[src/rtl/mul_pkg.sv]
// Shared definitions for the sequential shift-add multiplier.
// Optional early termination is selected by defining MUL_EARLY_TERM_EN.
package mul_pkg;

  // Default operand widths
  localparam int A_W_DEF = 8;
  localparam int B_W_DEF = 4;

  // Controller states
  typedef enum logic [1:0] {
    ST_IDLE = 2'd0,
    ST_RUN  = 2'd1,
    ST_DONE = 2'd2
  } state_t;

  // Width of the full product: wide enough for (2^a_w-1)*(2^b_w-1)
  function automatic int prod_w(input int a_w, input int b_w);
    return a_w + b_w;
  endfunction

endpackage

[src/rtl/mul_datapath.sv]
// Shift-add datapath: accumulator, shifting multiplicand/multiplier and the
// product holding register. Sequenced by load/step/fin from mul_shift_add.
// With MUL_EARLY_TERM_EN defined it also reports the last useful step and
// can force a zero product for a zero multiplier.
module mul_datapath
  import mul_pkg::*;
#(
  parameter int A_W = A_W_DEF,
  parameter int B_W = B_W_DEF
) (
  input  logic                          clk,
  input  logic                          rst_n,
  input  logic                          load,
  input  logic                          step,
  input  logic                          fin,
`ifdef MUL_EARLY_TERM_EN
  input  logic                          fin_zero,
  output logic                          run_last,
`endif
  input  logic [A_W-1:0]                a,
  input  logic [B_W-1:0]                b,
  output logic [prod_w(A_W, B_W)-1:0]   product
);

  localparam int P_W = prod_w(A_W, B_W);

  logic [P_W-1:0] acc_r;
  logic [P_W-1:0] mcand_r;
  logic [B_W-1:0] mplier_r;
  logic [P_W-1:0] product_r;
  logic [P_W-1:0] acc_sum_s;

  // Accumulator plus the multiplicand when the current multiplier bit is set
  always_comb begin
    acc_sum_s = acc_r;
    if (mplier_r[0]) begin
      acc_sum_s = acc_r + mcand_r;
    end else begin
      acc_sum_s = acc_r;
    end
  end

`ifdef MUL_EARLY_TERM_EN
  // Last step when no set bits remain above the current one
  assign run_last = ((mplier_r >> 1) == {B_W{1'b0}});
`endif

  // Operand load and one shift-add step per clock
  always_ff @(posedge clk or negedge rst_n) begin
    if (!rst_n) begin
      acc_r    <= '0;
      mcand_r  <= '0;
      mplier_r <= '0;
    end else if (load) begin
      acc_r    <= '0;
      mcand_r  <= {{B_W{1'b0}}, a};
      mplier_r <= b;
    end else if (step) begin
      acc_r    <= acc_sum_s;
      mcand_r  <= mcand_r << 1;
      mplier_r <= mplier_r >> 1;
    end else begin
      acc_r    <= acc_r;
      mcand_r  <= mcand_r;
      mplier_r <= mplier_r;
    end
  end

  // Product register: updated only on the edge that enters DONE
  always_ff @(posedge clk or negedge rst_n) begin
    if (!rst_n) begin
      product_r <= '0;
    end else if (fin) begin
`ifdef MUL_EARLY_TERM_EN
      product_r <= fin_zero ? {P_W{1'b0}} : acc_sum_s;
`else
      product_r <= acc_sum_s;
`endif
    end else begin
      product_r <= product_r;
    end
  end

  assign product = product_r;

endmodule

[src/rtl/mul_shift_add.sv]
// Sequential shift-add unsigned multiplier, one multiplier bit per clock,
// start/busy/done handshake, product held until the next completion.
// Define MUL_EARLY_TERM_EN to stop as soon as no multiplier bits remain.
module mul_shift_add
  import mul_pkg::*;
#(
  parameter int A_W = A_W_DEF,
  parameter int B_W = B_W_DEF
) (
  input  logic                          clk,
  input  logic                          rst_n,
  input  logic                          start,
  input  logic [A_W-1:0]                a,
  input  logic [B_W-1:0]                b,
  output logic                          busy,
  output logic                          done,
  output logic [prod_w(A_W, B_W)-1:0]   product
);

  localparam int CNT_W = $clog2(B_W + 1);

  state_t           state_r;
  state_t           state_next_s;
  logic [CNT_W-1:0] cnt_r;
  logic             last_s;
  logic             load_s;
  logic             step_s;
  logic             fin_s;
  logic             busy_s;
  logic             done_s;
  logic             busy_r;
  logic             done_r;

`ifdef MUL_EARLY_TERM_EN
  logic zero_b_s;
  logic run_last_s;
  assign zero_b_s = (b == {B_W{1'b0}});
  assign last_s   = run_last_s;
`else
  assign last_s   = (cnt_r == CNT_W'(B_W - 1));
`endif

  // State register
  always_ff @(posedge clk or negedge rst_n) begin
    if (!rst_n) begin
      state_r <= ST_IDLE;
    end else begin
      state_r <= state_next_s;
    end
  end

  // Next-state logic; IDLE and DONE both accept a new start
  always_comb begin
    state_next_s = ST_IDLE;
    case (state_r)
      ST_IDLE, ST_DONE: begin
        if (start) begin
`ifdef MUL_EARLY_TERM_EN
          state_next_s = zero_b_s ? ST_DONE : ST_RUN;
`else
          state_next_s = ST_RUN;
`endif
        end else begin
          state_next_s = ST_IDLE;
        end
      end
      ST_RUN: begin
        if (last_s) begin
          state_next_s = ST_DONE;
        end else begin
          state_next_s = ST_RUN;
        end
      end
      default: state_next_s = ST_IDLE;
    endcase
  end

  // Datapath controls and next-cycle handshake levels
  always_comb begin
    load_s = 1'b0;
    step_s = 1'b0;
    fin_s  = 1'b0;
    case (state_r)
      ST_IDLE, ST_DONE: begin
        load_s = start;
      end
      ST_RUN: begin
        step_s = 1'b1;
        fin_s  = last_s;
      end
      default: begin
        load_s = 1'b0;
      end
    endcase
`ifdef MUL_EARLY_TERM_EN
    fin_s  = fin_s | (load_s & zero_b_s);
`endif
    busy_s = (state_next_s == ST_RUN);
    done_s = (state_next_s == ST_DONE);
  end

  // Registered handshake outputs, aligned with the state register
  always_ff @(posedge clk or negedge rst_n) begin
    if (!rst_n) begin
      busy_r <= 1'b0;
      done_r <= 1'b0;
    end else begin
      busy_r <= busy_s;
      done_r <= done_s;
    end
  end

  // Step counter: bounds RUN to B_W iterations
  always_ff @(posedge clk or negedge rst_n) begin
    if (!rst_n) begin
      cnt_r <= '0;
    end else if (load_s) begin
      cnt_r <= '0;
    end else if (step_s) begin
      cnt_r <= cnt_r + CNT_W'(1);
    end else begin
      cnt_r <= cnt_r;
    end
  end

  mul_datapath #(
    .A_W (A_W),
    .B_W (B_W)
  ) u_datapath (
    .clk      (clk),
    .rst_n    (rst_n),
    .load     (load_s),
    .step     (step_s),
    .fin      (fin_s),
`ifdef MUL_EARLY_TERM_EN
    .fin_zero (zero_b_s),
    .run_last (run_last_s),
`endif
    .a        (a),
    .b        (b),
    .product  (product)
  );

  assign busy = busy_r;
  assign done = done_r;

endmodule

[config.mk]
export PLATFORM = sky130hd
export DESIGN_NAME = mul_shift_add
export DESIGN_NICKNAME = d
export VERILOG_FILES = /design/src/rtl/mul_pkg.sv /design/src/rtl/mul_datapath.sv /design/src/rtl/mul_shift_add.sv
export SDC_FILE = /design/constraint.sdc
export NUM_CORES = 1
export LEC_CHECK = 0
export ABC_AREA = 1
export CAP_MARGIN = 0
export CORE_ASPECT_RATIO = 0.6
export CORE_MARGIN = 4
export CORE_UTILIZATION = 51
export DETAILED_ROUTE_END_ITERATION = 8
export PLACE_DENSITY_LB_ADDON = 0.3
export SLEW_MARGIN = 20
export SYNTH_ARGS = -nofsm -noshare
export SYNTH_HDL_FRONTEND = slang
export SYNTH_HIERARCHICAL = 1
export SYNTH_SLANG_ARGS = --single-unit
[constraint.sdc]
create_clock -name clk -period 1.72 [get_ports clk]
set_input_delay 0.344 -clock clk [delete_from_list [all_inputs] [get_ports clk]]
set_output_delay 0.344 -clock clk [all_outputs]
set_load 0.05 [all_outputs]
== Yosys cells after proc, flatten, opt, wreduce, memory -nomap -nowiden ==
Index checks and enable logic that the tools add are counted.

* Register bits after elaboration: 47
* Latch bits: 0
* Memory bits (writable): 0
* Bits in read-only memories: 0
* Input bits: 15
* Output and inout bits: 14
* Memories kept: 0

* Add/subtract/negate cells: 2
* Multiply operators: 0
* Div/mod/pow operators: 0
* $lt $le $gt $ge: 0
* Equality and inequality tests: 5
* Shifts and indexed selects: 0
* Mux-type cells: 15
* Bitwise logic cells: 0
* Reductions and logical operators: 3

{| class="wikitable"
|+ Operator list
! operator !! count
|-
| 12-bit two-way mux || 5
|-
| 12-bit adder || 1
|-
| 4-bit two-way mux || 2
|-
| 3-bit two-way mux || 2
|-
| 2-bit by 1-bit == test with 1-bit output (second input constant) || 2
|-
| 2-bit == test (second input constant) || 2
|-
| 1-bit two-way mux || 4
|-
| 2-bit case mux with 2 select lines || 1
|-
| 3-bit by 1-bit adder with 3-bit output (second input constant) || 1
|-
| 3-bit by 2-bit == test with 1-bit output (second input constant) || 1
|-
| 2-bit zero test || 1
|-
| 2-bit two-way mux || 1
|-
| 2-bit nonzero test || 1
|-
| 2-bit OR reduction || 1
|}

== Longest topological paths before layout ==
* Depth after elaboration: 4
* Mapped depth: 11
* Depth with buffers taken out: 11

== Modules after synthesis ==
The synthesis kept the hierarchy.

{| class="wikitable"
|+ By module, submodules not included
! module !! times used !! cells an instance !! area an instance (sq um) !! seq. area each (sq um)
|-
| mul_datapath || 1 || 298 || 2331.0 || 1001.0
|-
| mul_shift_add || 1 || 32 || 302.8 || 175.2
|}

== Worst setup path after synthesis ==
Ideal clock, no wire load.

* Path kind: flip-flop to flip-flop
* Start point: register u_datapath.acc_r[0]
* End point: register u_datapath.product_r[4] (netlist: u_datapath/product[4])
* Arrival time: 1.577 ns
* Setup slack: 0.019 ns
* Cell stages (with the launch flop): 10
* Buffers on the path: 0
* Cells stage by stage: dfrtp_1 -> ha_1 -> fa_1 -> nand2_1 -> nand3_1 -> nand2_1 -> xor2_1 -> nand2_1 -> o21ai_1 -> o21ai_1

* Longest elaborated chain between the ends: 2

{| class="wikitable"
|+ Ends and longest elaborated chain
! element !! line !! source
|-
| start: declaration || mul_datapath.sv:27 || <nowiki>logic [P_W-1:0] acc_r;</nowiki>
|-
| start signal: assignment || mul_datapath.sv:59 || <nowiki>acc_r <= acc_sum_s;</nowiki>
|-
| start signal: assignment || mul_datapath.sv:63 || <nowiki>acc_r <= acc_r;</nowiki>
|-
| 12-bit adder || mul_datapath.sv:37 || <nowiki>acc_sum_s = acc_r + mcand_r;</nowiki>
|-
| 12-bit two-way mux || mul_datapath.sv:36 || <nowiki>if (mplier_r[0]) begin</nowiki>
|-
| end signal: assignment || mul_datapath.sv:77 || <nowiki>product_r <= acc_sum_s;</nowiki>
|-
| end signal: assignment || mul_datapath.sv:80 || <nowiki>product_r <= product_r;</nowiki>
|-
| end: declaration || mul_datapath.sv:30 || <nowiki>logic [P_W-1:0] product_r;</nowiki>
|}

Every way passes these cells.
A chain may end at the register's enable or synchronous reset.

== Final worst setup path ==
* Start point: register u_datapath.mcand_r[1]
* End point: register u_datapath.product_r[6] (netlist: u_datapath/product[6])

* Longest elaborated chain between the ends: 2

{| class="wikitable"
|+ Ends and longest elaborated chain
! element !! line !! source
|-
| start: declaration || mul_datapath.sv:28 || <nowiki>logic [P_W-1:0] mcand_r;</nowiki>
|-
| start signal: assignment || mul_datapath.sv:56 || <nowiki>mcand_r <= {{B_W{1'b0}}, a};</nowiki>
|-
| start signal: assignment || mul_datapath.sv:60 || <nowiki>mcand_r <= mcand_r << 1;</nowiki>
|-
| start signal: assignment || mul_datapath.sv:64 || <nowiki>mcand_r <= mcand_r;</nowiki>
|-
| 12-bit adder || mul_datapath.sv:37 ||
|-
| 12-bit two-way mux || mul_datapath.sv:36 ||
|}

Every way passes these cells.

==> metrics.md <==
| Metric | Value |
|---|---|
| Status | `finished, violations left` |
| Violated checks | `negative hold slack, negative setup slack` |
| Port Buffers | `28` |
| DR vias | `2,421` |
| Dpl ws | `-0.1570 ns` |
| Slowest stage delay, CP | `0.43 ns` |
| Die Ht | `63.67 um` |
| Number of remaining DRC errors | `0` |
| Final ANT Viol Nets | `0` |
| H-tree level count | `2` |
| Clk_lat worst skew | `0.32 ns` |
| Max Cap Viol | `0` |
| Wire length per cell | `16.64 um` |
| Layout cell share with drive strength beyond 1 | `27.79%` |
| Slew headroom | `47.17%` |
| Cell taking the most area after synthesis | `dfrtp_1` |
| Family with the most delay on the worst path | `simple AND/OR/NAND/NOR gates` |
| Vias in the first global route | `2,297` |
| Initial Utilization | `55.12%` |
| Rows | `19` |
| RR Startpoint | `u_datapath/mcand_r[1]` |
| Post-Layout Cell Count | `448` |
| Via/cell ratio | `5.404` |
| Final hold slack | `-0.01038 ns` |
| Post-Route WL | `7.456 mm` |
| Detailed placement HPWL | `4.759 mm` |
| Critical Path RT | `1.94 ns` |
| CP startpoint kind | `flop` |
| Post-synth ARST share | `100.0%` |
| Area of the mapped netlist | `0.002634 sq mm` |
| Worst path slowest cell | `dfrtp_1` |
| Commonest cells post-synth | `nand2_1, dfrtp_1, inv_1` |
| Placed Cells | `431` |
| Most common cell in the synthesized netlist | `nand2_1` |
| Final Hold Fails | `16` |
| Cell with the most instances on the worst path | `nand3_4` |
| Top cells by area, synth | `dfrtp_1, nand2_1, nand3_1` |
| RSZ-0062 raised after global routing | `true` |
| CTS buffer count | `5` |
| Placer Congestion | `0.9228` |
| DRT Pass-1 Iters | `4` |
| Post-synth EDFFs | `0` |
| Synth Flop Type | `dfrtp_1` |
| Final setup fails | `5` |
| Die area | `0.006416 sq mm` |
| Total GRT Usage | `22.31%` |
| HP Class | `primary input to async pin` |
| Post-Syn Area per Cell | `7.981 sq um` |
| Peak Freq | `560.8 MHz` |
| Initial antenna violation count | `0` |
| Seq/Total Area, Yosys | `44.66%` |
| Horiz. Die Dim | `100.8 um` |
| Fin crit share | `103.7%` |
| CTS max path bufs | `2` |
| Crit path launch | `u_datapath/mcand_r[1]` |
| I/O Pins | `29` |
| Area grow syn2layout | `31.83%` |
| CP Class | `flop to flop` |
| Clock sink count | `47` |
| First-pass GRT wire length | `11.10 mm` |
| Core region area | `0.004778 sq mm` |
| Slew of the pin with the lowest slew margin | `0.7925 ns` |
| Min Tclk post-route | `1.783 ns` |
| # nets final | `413` |
| Worst setup EP type | `flop` |
| Seq cells post-synth | `47` |
| Synthesis warning total | `6` |
| Critical path arrival | `2.00 ns` |
| Root buf cell | `clkbuf_8` |
| Worst path cell trace | `buf_6 > fa_2 > nand2_2 > nand3_4 > nand3_4 > a21oi_2 > nand3b_1 > nand3_1 > nand2_1` |
| Final WS setup | `-0.06304 ns` |
| Yosys top cell area share | `44.66%` |
| CTS tree | `done` |
| Fin Setup TNS | `-0.1837 ns` |
| Pin count of the biggest net entering global routing | `48` |
| CTS clock-pin slew for the worst setup and hold paths | `0.10 ns` |
| Overflow after GRT | `0` |
| Initial DRC Count | `214` |
| Syn Inst Count | `330` |
| CP Max Fanout | `3` |
| Max Slew Vio Count | `0` |
| Ant. Diodes | `0` |
| Syn nets | `359` |
| Crit path buffers/inverters | `1` |
| Count of different cell masters after synthesis | `31` |
| Layout Skew | `0.009476 ns` |
final cells by class:
class / instances / area, sq um
multi-input cells: 226 / 1474
fillers: 359 / 1306
flip-flops and latches: 47 / 1177
repair buffers: 56 / 466.7
inverters: 48 / 187.7
well taps: 63 / 78.83
clock buffers: 5 / 68.82
clock inverters: 3 / 18.77
stage by stage:
step           util, %  cell area, sq um  hold slack, ns
2_1_floorplan        -              2634         0.04841
3_3_place_gp     63.63              3040          0.3436
3_5_place_dp     63.63              3040          0.3471
4_1_cts          66.69              3187         0.01133
5_1_grt          72.66              3472         0.01582
6_report         72.66              3472        -0.01038
layout by cell type (no fill, tap or decap), types with 2 or more instances in the layout:
master,instances
clkinvlp_4,2
nand4_1,3
ha_4,9
nand2_2,10
nand3_1,28
nor2_2,3
clkinv_2,2
o21ai_0,13
clkbuf_8,5
xnor2_1,3
nand3_2,6
a21oi_2,3
or2_2,7
ha_1,4
o221ai_1,2
o22ai_1,12
a21oi_1,9
inv_2,2
nand2_4,4
nand2_1,85
xor2_1,2
nand3_4,3
nor2_1,8
o21ai_1,2
dfrtp_1,46
buf_4,40
clkdlybuf4s50_1,13
inv_1,44
worst register-to-register path: cells and delay by family (launching register included):
| family | cells | cell delay [ns] |
|---|---|---|
| AND/OR/NAND/NOR | 6 | 0.66 |
| flip-flops | 1 | 0.43 |
| adder cells (fa/ha/maj) | 1 | 0.39 |
| buffers and inverters | 1 | 0.14 |
| AO/OA/AOI/OAI | 1 | 0.07 |
logic make-up after synthesis:
kind of cell	count (synthesis)	synth area share (%)
adder cells (fa/ha/maj)	14	6.936
flip-flops	47	44.66
XOR/XNOR	6	1.995
buffers and inverters	57	9.406
AND/OR/NAND/NOR	161	27.36
AO/OA/AOI/OAI	45	9.644
final timing paths:
path / depth (start not counted) / slack, ns / end
max in group asynchronous: 2 / 1.49 / u_datapath/acc_r[5]
min in group clk: 2 / 0.49 / u_datapath/product[10]
setup reg to reg: 9 / -0.06 / u_datapath/product[6]
hold / removal: 2 / -0.01 / u_datapath/product[1]
setup / recovery: 9 / -0.06 / u_datapath/product[6]
hold reg to reg: 2 / 0.49 / u_datapath/product[10]
repair_timing:
action,CTS,global route
setup endpoints to repair,13,20
pin swaps,3,15
setup buffers,1,8
hold buffers,0,0
gates resized for setup,9,45
metal layers:
layer  wire length, um  part of all wire [%]  GRT usage, %
met5                 0                     0             0
met4               133                   1.8         4.874
met3               581                   7.8         6.505
met2              3351                    45         31.31
met1              3390                    45         33.66
state kept, by name, summed over array words and instances, names as in the netlist:
register	flops
u_datapath/mplier_r	4
cnt_r	3
u_datapath/mcand_r	12
state_r	2
u_datapath/product	12
busy	1
done	1
u_datapath/acc_r	12
Power is left out: the tool's default activity adds up to more than one toggle a clock period on the data nets, which glitch-free logic cannot reach.
